### src/rtl/spi_omega_master_pkg.sv
// Shared definitions for the omega SPI link: FSM states, word width default,
// and the SPI mode constant that transmitter and receiver must agree on.
package spi_omega_master_pkg;

  localparam int WORD_W_DEF = 64;

  // {CPOL, CPHA}; mode 0. The omega receiver imports the same value.
  localparam logic [1:0] SPI_MODE = 2'b00;
  localparam logic       SCK_IDLE = SPI_MODE[1];

  typedef enum logic [2:0] {
    ST_IDLE,
    ST_SETUP,
    ST_LOW,
    ST_HIGH,
    ST_HOLD,
    ST_GAP
  } spi_state_t;

  function automatic int max4(input int a, input int b, input int c, input int d);
    int m;
    m = a;
    if (b > m) m = b;
    if (c > m) m = c;
    if (d > m) m = d;
    return m;
  endfunction

endpackage

### src/rtl/spi_omega_master_phase.sv
// Loadable down-counter shared by all timed FSM states; o_tc is high while the
// count is zero, so a load of N-1 yields a state lasting exactly N cycles.
module spi_phase_timer #(
  parameter int W = 4
) (
  input  logic         i_clk,
  input  logic         i_rst,
  input  logic         i_load,
  input  logic [W-1:0] i_val,
  output logic         o_tc
);

  logic [W-1:0] r_cnt;

  always_ff @(posedge i_clk or posedge i_rst) begin
    if (i_rst)               r_cnt <= '0;
    else if (i_load)         r_cnt <= i_val;
    else if (r_cnt != '0)    r_cnt <= r_cnt - 1'b1;
  end

  assign o_tc = (r_cnt == '0);

endmodule

### src/rtl/spi_omega_master.sv
// Mode-0 SPI master: shifts a WORD_W omega word out MSB first on mosi and
// captures the slave's MISO word in the same frame. All pins are registered.
module spi_omega_master
  import spi_omega_master_pkg::*;
#(
  parameter int WORD_W   = WORD_W_DEF,
  parameter int SCK_DIV  = 4,
  parameter int CS_SETUP = 2,
  parameter int CS_HOLD  = 2,
  parameter int CS_IDLE  = 2
) (
  input  logic              CLK67MHZ,
  input  logic              resetPort,
  input  logic              start,
  input  logic [WORD_W-1:0] data_in,
  input  logic              misoPort,
  output logic              busy,
  output logic              done,
  output logic [WORD_W-1:0] rx_data,
  output logic              sckPort,
  output logic              mosiPort,
  output logic              sselPort
);

  localparam int BIT_W = $clog2(WORD_W) + 1;
  localparam int PH_W  = $clog2(max4(SCK_DIV, CS_SETUP, CS_HOLD, CS_IDLE)) + 1;

  spi_state_t        r_state;
  logic [WORD_W-1:0] r_tx_shift;
  logic [WORD_W-1:0] r_rx_shift;
  logic [WORD_W-1:0] r_rx_data;
  logic [BIT_W-1:0]  r_bit_cnt;
  logic              r_sck;
  logic              r_mosi;
  logic              r_ssel;
  logic              r_busy;
  logic              r_done;

  logic              w_tc;
  logic              w_load;
  logic [PH_W-1:0]   w_load_val;
  logic              w_last;

  assign w_last = (r_bit_cnt == BIT_W'(WORD_W - 1));

  // Each timed state loads its own length minus one on entry.
  always_comb begin
    w_load     = 1'b0;
    w_load_val = '0;
    case (r_state)
      ST_IDLE: begin
        w_load     = start;
        w_load_val = PH_W'(CS_SETUP - 1);
      end
      ST_SETUP, ST_LOW: begin
        w_load     = w_tc;
        w_load_val = PH_W'(SCK_DIV - 1);
      end
      ST_HIGH: begin
        w_load     = w_tc;
        w_load_val = w_last ? PH_W'(CS_HOLD - 1) : PH_W'(SCK_DIV - 1);
      end
      ST_HOLD: begin
        w_load     = w_tc;
        w_load_val = PH_W'(CS_IDLE - 1);
      end
      default: begin
        w_load     = 1'b0;
        w_load_val = '0;
      end
    endcase
  end

  spi_phase_timer #(
    .W (PH_W)
  ) u_timer (
    .i_clk  (CLK67MHZ),
    .i_rst  (resetPort),
    .i_load (w_load),
    .i_val  (w_load_val),
    .o_tc   (w_tc)
  );

  always_ff @(posedge CLK67MHZ or posedge resetPort) begin
    if (resetPort) begin
      r_state    <= ST_IDLE;
      r_tx_shift <= '0;
      r_rx_shift <= '0;
      r_rx_data  <= '0;
      r_bit_cnt  <= '0;
      r_sck      <= SCK_IDLE;
      r_mosi     <= 1'b0;
      r_ssel     <= 1'b1;
      r_busy     <= 1'b0;
      r_done     <= 1'b0;
    end else begin
      r_done <= 1'b0;
      case (r_state)
        ST_IDLE: begin
          r_ssel <= 1'b1;
          r_sck  <= SCK_IDLE;
          r_mosi <= 1'b0;
          r_busy <= 1'b0;
          if (start) begin
            r_tx_shift <= data_in;
            r_rx_shift <= '0;
            r_bit_cnt  <= '0;
            r_busy     <= 1'b1;
            r_ssel     <= 1'b0;
            r_mosi     <= data_in[WORD_W-1];
            r_state    <= ST_SETUP;
          end
        end
        ST_SETUP: begin
          if (w_tc) r_state <= ST_LOW;
        end
        ST_LOW: begin
          // MISO is sampled on the same edge that raises sck.
          if (w_tc) begin
            r_sck      <= ~SCK_IDLE;
            r_rx_shift <= {r_rx_shift[WORD_W-2:0], misoPort};
            r_state    <= ST_HIGH;
          end
        end
        ST_HIGH: begin
          if (w_tc) begin
            r_sck     <= SCK_IDLE;
            r_bit_cnt <= r_bit_cnt + 1'b1;
            if (w_last) begin
              r_mosi  <= 1'b0;
              r_state <= ST_HOLD;
            end else begin
              r_tx_shift <= {r_tx_shift[WORD_W-2:0], 1'b0};
              r_mosi     <= r_tx_shift[WORD_W-2];
              r_state    <= ST_LOW;
            end
          end
        end
        ST_HOLD: begin
          if (w_tc) begin
            r_ssel  <= 1'b1;
            r_state <= ST_GAP;
          end
        end
        ST_GAP: begin
          // rx_data only ever updates here, as a whole word.
          if (w_tc) begin
            r_rx_data <= r_rx_shift;
            r_done    <= 1'b1;
            r_busy    <= 1'b0;
            r_state   <= ST_IDLE;
          end
        end
        default: r_state <= ST_IDLE;
      endcase
    end
  end

  assign busy     = r_busy;
  assign done     = r_done;
  assign rx_data  = r_rx_data;
  assign sckPort  = r_sck;
  assign mosiPort = r_mosi;
  assign sselPort = r_ssel;

endmodule
### config.mk
export PLATFORM = sky130hd
export DESIGN_NAME = spi_omega_master
export DESIGN_NICKNAME = d
export VERILOG_FILES = /design/src/rtl/spi_omega_master_pkg.sv /design/src/rtl/spi_omega_master_phase.sv /design/src/rtl/spi_omega_master.sv
export SDC_FILE = /design/constraint.sdc
export NUM_CORES = 1
export LEC_CHECK = 0
export ABC_AREA = 1
export BUFFER_PORTS_ARGS = -buffer_cell sky130_fd_sc_hd__buf_2
export CORE_ASPECT_RATIO = 0.6
export CORE_UTILIZATION = 40
export CTS_BUF_LIST = sky130_fd_sc_hd__clkbuf_16
export CTS_CLUSTER_SIZE = 14
export DETAILED_ROUTE_END_ITERATION = 7
export SLEW_MARGIN = 20
export SYNTH_ARGS = -nofsm -noshare
export SYNTH_HDL_FRONTEND = slang
export SYNTH_HIERARCHICAL = 1
export SYNTH_SLANG_ARGS = --single-unit
### constraint.sdc
create_clock -name CLK67MHZ -period 6.95 [get_ports CLK67MHZ]
set_input_delay 0.695 -clock CLK67MHZ [delete_from_list [all_inputs] [get_ports CLK67MHZ]]
set_output_delay 0.695 -clock CLK67MHZ [all_outputs]
set_load 0.1 [all_outputs]
# ---- Word level (Yosys, flattened, before mapping)
# Cells that the tools add are included.
dict set report op_classes {
  add_sub_neg 2
  n_eq_ne 13
  muxes 36
  reduce_logical 21
}
# op count
set op_table {}
lappend op_table {{63-bit 2-to-1 mux} 3}
lappend op_table {{64-bit 2-to-1 mux} 2}
lappend op_table {{64-bit one-hot mux with 2 select lines} 1}
lappend op_table {{63-bit one-hot mux with 2 select lines} 1}
lappend op_table {{3-bit 2-to-1 mux} 9}
lappend op_table {{3-bit one-hot mux with 6 select lines} 1}
lappend op_table {{7-bit 2-to-1 mux} 2}
lappend op_table {{7-bit one-hot mux with 2 select lines} 1}
lappend op_table {{2-bit by 1-bit != test with 1-bit output (second input constant)} 5}
lappend op_table {{2-bit nonzero test} 5}
lappend op_table {{1-bit 2-to-1 mux} 9}
lappend op_table {{3-bit AND reduction} 3}
lappend op_table {{1-bit one-hot mux with 2 select lines} 4}
lappend op_table {{2-bit AND reduction} 4}
lappend op_table {{7-bit by 1-bit adder with 7-bit output (second input constant)} 1}
lappend op_table {{7-bit by 6-bit == test with 1-bit output (second input constant)} 1}
lappend op_table {{3-bit by 2-bit == test with 1-bit output (second input constant)} 2}
lappend op_table {{3-bit == test (second input constant)} 2}
lappend op_table {{3-bit zero test} 2}
lappend op_table {{2-bit one-hot mux with 3 select lines} 1}
lappend op_table {{6-bit AND reduction} 1}
lappend op_table {{3-bit nonzero test} 2}
lappend op_table {{2-bit != test (second input constant)} 2}
lappend op_table {{4-bit AND reduction} 1}
lappend op_table {{other kinds (6)} 7}
dict set report word_totals {
  ff_bits 209
  inputBits 68
  output_inout_bits 69
  wordCells 83
}

# ---- Longest topological paths before layout
dict set report depth {
  depth_word 4
  depth_mapped 12
  mapped_depth_nobuf 11
}

# ---- By module
# The synthesis kept the hierarchy.
# module n_inst cells_per_inst area_each_um2 seq_area_each_um2
set modules_own_cells {}
lappend modules_own_cells {spi_omega_master 1 999 8583.2 5156.2}
lappend modules_own_cells {spi_phase_timer 1 33 211.5 75.1}

# ---- Worst setup path before layout
# OpenSTA, ideal clock, no wires.
dict set report synth_path {
  path_type {reg2reg}
  start {reg u_timer.r_cnt[0]}
  end {reg r_rx_shift[30]}
  setup_time_ns 0.133
  arrival_time_ns 1.595
  required_ns 6.817
  slack_ns 5.223
  stages_incl_launch_ff 11
  path_buffers 1
  synth_period_minus_slack_ns 1.727
  path_cell_list {dfrtp_1 > inv_1 > ha_1 > inv_1 > nor2_2 > inv_1 > nor2_1 > nand2_1 > nand2_1 > buf_2 > o22ai_1}
}
dict set report synth_between {
  elab_chain_cells 3
}
# element line
set synth_lines {}
lappend synth_lines {{start: declaration} spi_omega_master_phase.sv:13} ;# logic [W-1:0] r_cnt;
lappend synth_lines {{start signal: assignment} spi_omega_master_phase.sv:17} ;# else if (i_load) r_cnt <= i_val;
lappend synth_lines {{start signal: assignment} spi_omega_master_phase.sv:18} ;# else if (r_cnt != '0) r_cnt <= r_cnt - 1'b1;
lappend synth_lines {{3-bit zero test} spi_omega_master_phase.sv:21} ;# assign o_tc = (r_cnt == '0);
lappend synth_lines {{named net w_tc} spi_omega_master.sv:39} ;# logic w_tc;
lappend synth_lines {{2-bit by 1-bit != test with 1-bit output (no source line)} -}
lappend synth_lines {{3-bit AND reduction (no source line)} -}
lappend synth_lines {{end signal: assignment} spi_omega_master.sv:121} ;# r_rx_shift <= {r_rx_shift[WORD_W-2:0], misoPort};
lappend synth_lines {{end: declaration} spi_omega_master.sv:30} ;# logic [WORD_W-1:0] r_rx_shift;
# The timed path passes the listed nets, and every way through them passes these cells.
# A chain may end at the register's enable or synchronous reset.

# ---- Worst setup path after layout
dict set report layout_path {
  start {reg u_timer.r_cnt[0]}
  end {reg r_tx_shift[42]}
}
dict set report layout_between {
  elab_chain_cells 3
}
# element line
set layout_lines {}
lappend layout_lines {{3-bit zero test} spi_omega_master_phase.sv:21}
lappend layout_lines {{named net w_tc} spi_omega_master.sv:39}
lappend layout_lines {{2-bit by 1-bit != test with 1-bit output (no source line)} -}
lappend layout_lines {{4-bit AND reduction (no source line)} -}
lappend layout_lines {{end signal: assignment} spi_omega_master.sv:105} ;# r_tx_shift <= data_in;
lappend layout_lines {{end signal: assignment} spi_omega_master.sv:133} ;# r_tx_shift <= {r_tx_shift[WORD_W-2:0], 1'b0};
lappend layout_lines {{end: declaration} spi_omega_master.sv:29} ;# logic [WORD_W-1:0] r_tx_shift;
# The timed path passes the listed nets, and every way through them passes these cells.

==> results_dict.tcl <==
set metrics [dict create \
    status "complete, but fails checks" \
    violations "DRC" \
    gr-max-usage-layer "met1" \
    worstReg2RegStart "u_timer/r_cnt[0]" \
    reg2reg_depth 12 \
    ioPinCount 137 \
    routabilityCongestion 0.784 \
    final-max-slew-violation-count 0 \
    cp-startpoint "u_timer/r_cnt[0]" \
    arrival_ns 3.29 \
    diodes 0 \
    fp.dieW_um 193 \
    crit_type "register to register" \
    p_total_mw 4.23 \
    dieArea_um2 22600 \
    dr.first_iter.drc_count 618 \
    hold_viol 0 \
    syn_inst 1032 \
    r2r-end "r_tx_shift[42]" \
    initial_utilization_pct 41.3 \
    areaGrowthSynthToFinish_pct 16.7 \
    coreArea_um2 21300 \
    finalSetupViolCount 0 \
    holdWs_ns 0.150 \
    cts_resized 0 \
    ant_nets 0 \
    required_ns 7.32 \
    powerDensity_nw_per_um2 413 \
    grt_pass1_vias 6407 \
    ys_ff_latch 209 \
    ff2ff_setup_slack_ns 4.03 \
    tns_ns 0 \
    drc_errors 10 \
    rows 41 \
    yosys_warnings 6 \
    cts-hold-fix-buffers 0 \
    critPathMaxStageDelay_ns 0.55 \
    clkLatencyLatePin_ns 0.48 \
    wl_per_cell_um 13.5 \
    post_cts_buffers 0 \
    synth_cell_types 25 \
    clk_pin_slew_ns 0.06 \
    antenna_found_initial 0 \
    cp_cell_sequence "inv_1 -> ha_1 -> inv_1 -> nor2_2 -> inv_1 -> nand2_1 -> nand2_1 -> inv_2 -> buf_4 -> nand2_4 -> nand2_1 -> nand2_1" \
    portBuffers 136 \
    totalWireLength_um 19300 \
    root_buffer "clkbuf_16" \
    grt_use_total_pct 17.5 \
    critPathSlowestCell "buf_4" \
    nNetsFinal 1211 \
    min_path_type "primary input to async pin" \
    drive_gt1_share_pct 16.1 \
    clock_sinks 209 \
    start_kind "register" \
    power_leakage_nw 5.50 \
    synth.yosys.seq_area_share_pct 59.5 \
    worstSetupEndpointType "register" \
    synth_nets 1103 \
    use_met3_pct 3.07 \
    synth_area_per_cell_um2 8.52 \
    avgViaCountPerCell 4.75 \
    final_area_um2 10300 \
    overflow 0 \
    first_pass_iters 7 \
    vias 6806 \
    fin_worst_skew_ns 0.00637 \
    fmax_mhz 342 \
    max_slew_margin_pct 30.6 \
    period_share_pct 42.0 \
    cpMostUsedCell "nand2_1" \
    cp_max_fo 64 \
    rsz0062_at_grt "no" \
    htree_levels 1 \
    min_period_ns 2.92 \
    grtUsageMet2_pct 23.9 \
    clockBufferDepth 3 \
    ir_drop_mv 0.286 \
    placed_cell_area_um2 9640 \
    gr-usage-met1_pct 28.6 \
    cts_tree "done" \
    chipHeight_um 117 \
    hpwl_um 11700 \
    grt_pass1_wl_um 32700 \
    maxCapViolCount 0 \
    syn-cell-area_um2 8790 \
    grt_max_degree 124 \
    tightest_slew_ns 1.04 \
    critPathTopFamily "simple AND/OR/NAND/NOR gates" \
    cts_made_buffers 21 \
    crit_buf_inv 5 \
]
## metal layers
| layer | part of all wire [%] | vias up |
|---|---|---|
| li1 | - | 3496 |
| met2 | 39 | 119 |
| met5 | 0 | - |
| met1 | 55 | 3174 |
| met3 | 3.8 | 17 |
| met4 | 1.3 | 0 |
## cell families (layout without fill, tap and decap cells)
kind of cell             after synthesis  in the layout  synth area share, %
XOR/XNOR                               2              2                0.199
other                                  1              1               0.0426
adder cells (fa/ha/maj)                3              3                0.427
buffers and inverters                142            264                 6.59
flip-flops                           209            209                 59.5
AO/OA/AOI/OAI                        145            145                 9.18
AND/OR/NAND/NOR                      530            530                 24.1
## worst max path at each step
stage	end	slack (ns)	cells after the start
2_1_floorplan	busy	0.63	1
3_3_place_gp	r_tx_shift[35]	4.03	12
3_5_place_dp	r_tx_shift[17]	4.04	12
4_1_cts	r_tx_shift[17]	4.03	12
5_1_grt	r_tx_shift[60]	3.70	12
6_report	r_tx_shift[42]	4.03	12
## through the flow
step	instances	utilization, %	setup WS, ns
CTS	1433	48.2	4.03
global placement	1396	45.3	4.03
detailed placement	1396	45.3	4.04
global route	1433	48.2	3.70
floorplan	1032	-	0.633
finish	1433	48.2	4.03
## cells in the final DEF, fill, tap and decap left out, drive strengths merged
cell type	instances
inv	89
a21oi	3
bufinv	1
buf	143
o211ai	1
clkbuf	21
dfstp	1
or2	1
o21ai	78
o22ai	63
dfrtp	208
xor2	2
ha	3
clkinv	10
conb	1
nand3b	2
nor2	14
nand3	75
nand2	438
## area by class of cell
class | instances | area (µm²)
Fill cell | 2088 | 11000
Clock buffer | 21 | 526
Inverter | 84 | 323
Tap cell | 279 | 349
Clock inverter | 16 | 92.6
Timing Repair Buffer | 143 | 737
Sequential cell | 209 | 5230
Multi-Input combinational cell | 681 | 3000
## worst reg2reg max path: cells and delay by family (launching register included)
family,cells,cell delay (ns)
buf+inv,5,0.91
flops,1,0.39
fa+ha+maj,1,0.18
simple gates,6,1.32
## synthesized netlist by cell type
master,n,area share [%]
a21oi_1,3,0.17
buf_1,2,0.085
buf_2,31,1.8
buf_4,2,0.17
clkbuf_1,23,0.98
conb_1,1,0.043
dfrtp_1,208,59
dfstp_2,1,0.30
ha_1,3,0.43
inv_1,80,3.4
inv_2,4,0.17
nand2_1,435,19
nand2_2,2,0.14
nand2_4,1,0.13
nand3_1,75,4.3
nand3b_1,2,0.17
nor2_1,11,0.47
nor2_2,2,0.14
nor2_4,1,0.13
o211ai_1,1,0.085
o21ai_0,46,2.6
o21ai_1,32,1.8
o22ai_1,63,4.5
or2_2,1,0.071
xor2_1,2,0.20
## power by group
part | leakage (nW) | total, mW | internal (mW) | switching (mW)
clock network | 0.327 | 1.04 | 0.584 | 0.452
logic | 2.38 | 1.49 | 0.416 | 1.07
registers | 2.80 | 1.71 | 1.57 | 0.145
## sequential cells by signal (all words and copies together), names as in the netlist, 3 cells and up
| signal | cells |
|---|---|
| r_rx_shift | 64 |
| rx_data | 64 |
| r_tx_shift | 63 |
| r_bit_cnt | 7 |
| r_state | 3 |
| u_timer/r_cnt | 3 |
No activity file was read; power rests on OpenSTA's default activity.
